`config.mk`:
```
export PLATFORM = sky130hd
export DESIGN_NAME = mu0_ram_loader
export DESIGN_NICKNAME = d
export VERILOG_FILES = /design/src/rtl/mu0_pkg.sv /design/src/rtl/mu0_ram_loader.sv
export SDC_FILE = /design/constraint.sdc
export NUM_CORES = 1
export LEC_CHECK = 0
export CAP_MARGIN = 10
export CORE_ASPECT_RATIO = 0.75
export CORE_MARGIN = 10
export CORE_UTILIZATION = 44
export DETAILED_ROUTE_END_ITERATION = 7
export GPL_TIMING_DRIVEN = 0
export PLACE_DENSITY = 0.76
export SETUP_SLACK_MARGIN = 0.3
export SLEW_MARGIN = 20
export SYNTH_ARGS = -nofsm -noshare
export SYNTH_HDL_FRONTEND = slang
export SYNTH_SLANG_ARGS = --single-unit
```
`constraint.sdc`:
```
create_clock -name clock -period 1.65 [get_ports clock]
set_input_delay 0.33 -clock clock [delete_from_list [all_inputs] [get_ports clock]]
set_output_delay 0.33 -clock clock [all_outputs]
set_load 0.02 [all_outputs]
```
`src/rtl/mu0_pkg.sv`:
```
// Shared definitions for the MU0 program loader: loader FSM states and bus widths.
package mu0_pkg;

  localparam int BYTE_W     = 8;
  localparam int WORD_W     = 2 * BYTE_W;
  localparam int MU0_ADDR_W = 12;

  typedef enum logic [2:0] {
    IDLE = 3'd0,
    HI   = 3'd1,
    LO   = 3'd2,
    WR   = 3'd3,
    DONE = 3'd4
  } state_t;

endpackage

```
`src/rtl/mu0_ram_loader.sv`:
```
// Pairs incoming bytes (high first) into words and writes them to MU0 RAM from address 0,
// holding the CPU in reset while loading. Optional MU0_LOADER_CHECKSUM_EN adds a word checksum.
module mu0_ram_loader
  import mu0_pkg::*;
#(
  parameter int ADDR_W = MU0_ADDR_W
) (
  input  logic              clock,
  input  logic              reset_n,
  input  logic              load_start,
  input  logic [BYTE_W-1:0] byte_in,
  input  logic              byte_valid,
  input  logic              byte_last,
  output logic              byte_ready,
  output logic              ram_we,
  output logic [ADDR_W-1:0] ram_addr,
  output logic [WORD_W-1:0] ram_wdata,
  output logic              cpu_hold,
  output logic              load_done,
  output logic [ADDR_W:0]   word_count,
`ifdef MU0_LOADER_CHECKSUM_EN
  output logic [WORD_W-1:0] checksum,
`endif
  output state_t            dbg_state
);

  // Byte handshake: a byte moves on a rising edge where byte_valid && byte_ready.
  // byte_ready depends only on state (HI/LO), never on byte_valid.

  state_t state, next_state;
  logic   last_q;
  logic   accept;
  logic   addr_at_top;

  assign accept      = byte_valid && byte_ready;
  assign addr_at_top = &ram_addr;
  assign dbg_state   = state;

  always_ff @(posedge clock or negedge reset_n) begin
    if (!reset_n) state <= IDLE;
    else          state <= next_state;
  end

  always_comb begin
    next_state = state;
    byte_ready = 1'b0;
    ram_we     = 1'b0;
    cpu_hold   = 1'b0;
    load_done  = 1'b0;
    case (state)
      IDLE: begin
        if (load_start) next_state = HI;
      end
      HI: begin
        byte_ready = 1'b1;
        cpu_hold   = 1'b1;
        if (byte_valid) next_state = byte_last ? WR : LO;
      end
      LO: begin
        byte_ready = 1'b1;
        cpu_hold   = 1'b1;
        if (byte_valid) next_state = WR;
      end
      WR: begin
        ram_we     = 1'b1;
        cpu_hold   = 1'b1;
        // Writing the top address ends the session even without a last byte.
        next_state = (last_q || addr_at_top) ? DONE : HI;
      end
      DONE: begin
        cpu_hold   = 1'b1;
        load_done  = 1'b1;
        next_state = IDLE;
      end
      default: next_state = IDLE;
    endcase
  end

  always_ff @(posedge clock or negedge reset_n) begin
    if (!reset_n) begin
      ram_addr   <= '0;
      ram_wdata  <= '0;
      word_count <= '0;
      last_q     <= 1'b0;
    end else begin
      case (state)
        IDLE: begin
          if (load_start) begin
            ram_addr   <= '0;
            word_count <= '0;
            last_q     <= 1'b0;
          end
        end
        HI: begin
          if (accept) begin
            ram_wdata[WORD_W-1:BYTE_W] <= byte_in;
            last_q                     <= byte_last;
            if (byte_last) ram_wdata[BYTE_W-1:0] <= '0;
          end
        end
        LO: begin
          if (accept) begin
            ram_wdata[BYTE_W-1:0] <= byte_in;
            last_q                <= byte_last;
          end
        end
        WR: begin
          ram_addr   <= ram_addr + 1'b1;
          word_count <= word_count + 1'b1;
        end
        default: ;
      endcase
    end
  end

`ifdef MU0_LOADER_CHECKSUM_EN
  always_ff @(posedge clock or negedge reset_n) begin
    if (!reset_n)                            checksum <= '0;
    else if (state == IDLE && load_start)    checksum <= '0;
    else if (state == WR)                    checksum <= checksum + ram_wdata;
  end
`endif

endmodule

```
# Word-level counts from Yosys, hierarchy flattened
# Cells that the tools add are included.
[op_classes] n_addsub=2 n_eq_ne=11 muxes=21 reduce_logical=14
[ops] cell="$pmux W13 S2" count=1
[ops] cell="$mux W8" count=3
[ops] cell="$pmux W12 S2" count=1
[ops] cell="$pmux W8 S2" count=1
[ops] cell="$add A13 B1 Y13 const B" count=1
[ops] cell="$mux W13" count=1
[ops] cell="$add A12 B1 Y12 const B" count=1
[ops] cell="$mux W12" count=1
[ops] cell="$mux W3" count=4
[ops] cell="$ne A2 B2 Y1 const B" count=6
[ops] cell="$pmux W3 S4" count=1
[ops] cell="$reduce_and A12 Y1" count=1
[ops] cell="$mux W1" count=7
[ops] cell="$eq A3 B2 Y1 const B" count=2
[ops] cell="$reduce_and A3 Y1" count=2
[ops] cell="$reduce_bool A2 Y1" count=3
[ops] cell="$reduce_and A2 Y1" count=2
[ops] cell="$reduce_and A4 Y1" count=1
[ops] cell="$reduce_or A4 Y1" count=1
[ops] cell="$eq A3 B1 Y1 const B" count=1
[ops] cell="$eq A3 B3 Y1 const B" count=1
[ops] cell="$logic_not A3 Y1" count=1
[ops] cell="$ne A2 B1 Y1 const B" count=1
[ops] cell="$pmux W1 S2" count=1
[ops] cell="other kinds (3)" count=3
[totals] ff_bits=45 word_cells=54

# Logic depth before layout (Yosys ltp)
[logic_depth] depth_word=6 depth_mapped=6

# Least setup slack after synthesis
# OpenSTA, ideal clock, no wires.
[synth_timing] kind="flip-flop to flip-flop" startpoint="register state[2] (netlist: dbg_state[2])" endpoint="register ram_wdata[10]" setup_time_ps=125 arrival_ps=1510 required_ps=1525 slack_ps=16 stages_incl_launch_ff=5 path_cell_list="dfrtp_1 -> buf_6 -> nand2b_4 -> nor3b_4 -> mux2_2"
[synth_between] elab_chain_cells=5 word_cells_on_any_way=6 cone_classes="2 x eq/ne; 1 x mux; 3 x reduce/logical"
[synth_rtl] item="start, declared" line="mu0_ram_loader.sv:30" text="state_t state, next_state;"
[synth_rtl] item="start signal, assigned" line="mu0_ram_loader.sv:41" text="else state <= next_state;"
[synth_rtl] item="$eq A3 B2 Y1 / $eq A3 B1 Y1 (equally long branches)" line="mu0_ram_loader.sv:50, mu0_ram_loader.sv:86"
[synth_rtl] item="$reduce_or A2 Y1 (no source line)"
[synth_rtl] item="$mux W1" line="mu0_ram_loader.sv:50" text="case (state)"
[synth_rtl] item="$logic_and A1 B1 Y1" line="mu0_ram_loader.sv:35" text="assign accept = byte_valid && byte_ready;"
[synth_rtl] item="$reduce_and A2 Y1 (no source line) (*)"
[synth_rtl] item="end signal, assigned by index" line="mu0_ram_loader.sv:96" text="ram_wdata[WORD_W-1:BYTE_W] <= byte_in;"
[synth_rtl] item="end signal, assigned by index" line="mu0_ram_loader.sv:103" text="ram_wdata[BYTE_W-1:0] <= byte_in;"
[synth_rtl] item="end, declared" line="mu0_ram_loader.sv:17" text="output logic [WORD_W-1:0] ram_wdata,"
# Every way passes the cells marked *; elsewhere a longest branch is shown, timed or not.
# A chain may end at the register's enable or synchronous reset.

# Worst setup path after layout
[layout_timing] startpoint="register state[1] (netlist: dbg_state[1])" endpoint="register last_q"
[layout_between] elab_chain_cells=6 word_cells_on_any_way=11 cone_classes="4 x eq/ne; 2 x mux; 5 x reduce/logical"
[layout_rtl] item="$eq A3 B2 Y1 / $eq A3 B1 Y1 (equally long branches)" line="mu0_ram_loader.sv:50, mu0_ram_loader.sv:86"
[layout_rtl] item="$reduce_or A2 Y1 (no source line)"
[layout_rtl] item="$mux W1" line="mu0_ram_loader.sv:50"
[layout_rtl] item="$logic_and A1 B1 Y1" line="mu0_ram_loader.sv:35"
[layout_rtl] item="$ne A2 B1 Y1 (no source line)"
[layout_rtl] item="$reduce_and A3 Y1 (no source line)"
[layout_rtl] item="end signal, assigned" line="mu0_ram_loader.sv:97" text="last_q <= byte_last;"
[layout_rtl] item="end signal, assigned" line="mu0_ram_loader.sv:104" text="last_q <= byte_last;"
[layout_rtl] item="end, declared" line="mu0_ram_loader.sv:31" text="logic last_q;"
# Several ways; a longest one is shown, not always the timed one.

==> impl_metrics.tcl <==
set metrics [dict create \
    p_leak_nw 1.82 \
    hold_slack_ns 0.0105 \
    grt_use_met1_pct 21.2 \
    finalCritPeriodShare_pct 101 \
    rr_endpoint "last_q" \
    fin_worst_skew_ns 0.0181 \
    grtUsageMet2_pct 26.1 \
    final_max_slew_viol_count 0 \
    maxCapViolCount 0 \
    dp_hpwl_um 4400 \
    finish.utilization_pct 79.0 \
    synth_top_family_by_area "simple AND/OR/NAND/NOR gates" \
    p_total_mw 6.28 \
    dieWidth_um 104 \
    via_per_inst 5.66 \
    fin_cells 398 \
    nets 340 \
    dp.cells 347 \
    worstHoldPathType "input pin to asynchronous set/reset pin" \
    syn_inst 214 \
    design_area_um2 3960 \
    io_pins 61 \
    avgSynthCellArea_um2 10.9 \
    grt.met3_usage_pct 4.24 \
    status "finished with violations" \
    hold_viol_final 0 \
    max_freq_mhz 598 \
    insertion_delay_ns 0.31 \
    clk_transition_reported_paths_ns 0.10 \
    synth_top_area_share_pct 48.4 \
    critPathCaptureType "flip-flop" \
    ys_seq_area_share_pct 48.4 \
    synth-main-ff-cell "dfrtp_1" \
    drt-total-wl_um 7800 \
    initial_core_util_pct 46.4 \
    yosys_warnings 0 \
    rsz0062_at_grt "true" \
    row_count 22 \
    grt_pass1_vias 2284 \
    ant_nets 0 \
    crit_path_start_kind "flip-flop" \
    drt_iter0_markers 97 \
    drc_errors 0 \
    r2r-start "dbg_state[1]" \
    cts_hold_repair.buffers 0 \
    fin_ws_ns -0.0236 \
    grt_max_degree 24 \
    io_buffer_count 60 \
    antenna_found_initial 0 \
    relSlewSlack_pct 62.0 \
    worst_pin_slew_ns 0.570 \
    grt_use_total_pct 16.4 \
    synth_compound_area_share_pct 9.80 \
    crit_arrival_ns 1.84 \
    syn_to_final_growth_pct 70.3 \
    synth_nets 229 \
    clkSinkCount 45 \
    reg2reg_depth 6 \
    synth_enable_flop_cells 0 \
    final.setup.tns_ns -0.0335 \
    yosys.area_share.xor_xnor_pct 0.753 \
    synthArstFlopShare_pct 100 \
    synthesis.area_um2 2320 \
    synthMuxAreaShare_pct 14.3 \
    finalCriticalPeriod_ns 1.67 \
    powerDensity_nw_per_um2 1590 \
    synth-adder-area-share_pct 1.08 \
    worstSetupPathType "flip-flop to flip-flop" \
    synth-simple-area-share_pct 20.5 \
    vias 2254 \
    cts_buffers 5 \
    placed_cell_area_um2 3170 \
    violations "setup timing" \
    synth_area_leader_cell "dfrtp_1" \
    cts_tree "done" \
    die_h_um 83.0 \
    htree_levels 2 \
    setup_viol 3 \
    cts_buffer_depth 2 \
    firstDrtPassIters 4 \
    drive_above_1_share_pct 56.7 \
    reg2reg_slack_ns -0.02 \
    cts-root-buf "clkbuf_8" \
    yosys_register_bits 45 \
    core_area_um2 5010 \
    cp_max_fo 6 \
    dpl_worst_slack_ns -0.357 \
    irDropWorstVdd_uv 982 \
    grt_pass1_wl_um 11900 \
    synth.area.top_cells "dfrtp_1 48%, mux2i_1 9.5%, mux2_2 4.8%, nand2_1 4.7%, nor4_1 2.4%" \
    wl_per_cell_um 19.6 \
    routabilityCongestion 0.807 \
    critPathRequiredTime_ns 1.82 \
    antenna_cells 0 \
    dieArea_um2 8620 \
    grt_overflow 0 \
    ys_types 47 \
    busiest_layer "met2" \
]
==> layout make-up <==
class | instances | area, um2
multi-input combinational | 145 | 1480
sequential | 45 | 1150
fill | 298 | 1050
timing repair buffer | 104 | 970
buffer | 9 | 123
tap | 72 | 90.1
clock buffer | 7 | 76.3
inverter | 15 | 63.8
clock inverter | 1 | 5.00
==> what timing repair did <==
item                                   4_1_cts  5_1_grt
pin swaps                                   27        9
setup buffers                               29       12
gates cloned                                 2        0
endpoints found under the hold margin        0        0
setup endpoints to repair                   93       82
resized for setup                          214       59
==> sequential cells by signal, summed over array words and instances, names as in the netlist <==
signal / flops
dbg_state: 3
word_count: 13
last_q: 1
ram_wdata: 16
ram_addr: 12
==> synth_stat cells (3+ instances only) <==
library cell	number
a31oi_1	3
nor4_1	9
nor2_1	5
mux2_2	10
inv_1	14
buf_2	4
o21ai_0	4
o311ai_0	3
nand2_1	29
nand4_1	5
nand3b_1	3
nor3_1	3
mux2i_1	22
nand3_1	10
dfrtp_1	45
==> cell families (layout without fill, tap and decap cells) <==
logic type | after synthesis | after routing
xor gates and xnor gates | 2 | 2
muxes | 32 | 32
AOI/OAI and AO/OA | 29 | 29
adders and majority gates | 2 | 2
DFF | 45 | 45
and+or+nand+nor | 80 | 80
buffers and inverters | 24 | 136
==> power breakdown <==
group          internal, mW  switching, mW
Sequential             1.45          0.326
Combinational          1.89           1.91
Clock                 0.299          0.401
Total                  3.65           2.64
==> critical path, stage by stage (launching register included) <==
cell and delay [ns]:
dfrtp_2 0.44, buf_6 0.14, or4b_1 0.48, buf_6 0.17
buf_8 0.14, o211ai_1 0.08, o31ai_1 0.10
==> per-layer routing <==
layer  vias to the layer above  routed length, um
met1                      1148               3510
met5                         -                  0
met3                        15                526
met4                         0                142
li1                       1010                  -
met2                        81               3630
==> how the worst max path moves through the flow <==
stage                 startpoint             to  depth (start not counted)
CTS                 dbg_state[2]         ram_we                          5
detailed placement    byte_valid  ram_wdata[13]                          4
global placement         reset_n    ram_addr[0]                          1
floorplan           dbg_state[2]  ram_wdata[10]                          4
global route        dbg_state[2]         ram_we                          5
finish              dbg_state[1]         last_q                          6
==> placed cells by master, fill, tap and decap left out, types with 3 or more instances in the layout <==
| cell type | n |
|---|---|
| nand3b_1 | 3 |
| clkdlybuf4s50_1 | 10 |
| clkdlybuf4s15_2 | 4 |
| nand2_4 | 6 |
| inv_1 | 13 |
| nand2_2 | 11 |
| clkbuf_8 | 5 |
| o21ai_1 | 3 |
| nor2_1 | 3 |
| buf_16 | 3 |
| dfrtp_1 | 24 |
| clkdlybuf4s15_1 | 10 |
| clkbuf_2 | 9 |
| nand3_1 | 5 |
| buf_4 | 24 |
| buf_12 | 4 |
| dfrtp_2 | 21 |
| nor4_4 | 8 |
| buf_8 | 6 |
| nand4_1 | 5 |
| nand2_1 | 12 |
| nand3_2 | 5 |
| buf_2 | 18 |
| mux2i_1 | 22 |
| mux2_4 | 10 |
| buf_6 | 24 |
No activity file was read; power rests on OpenSTA's default activity.
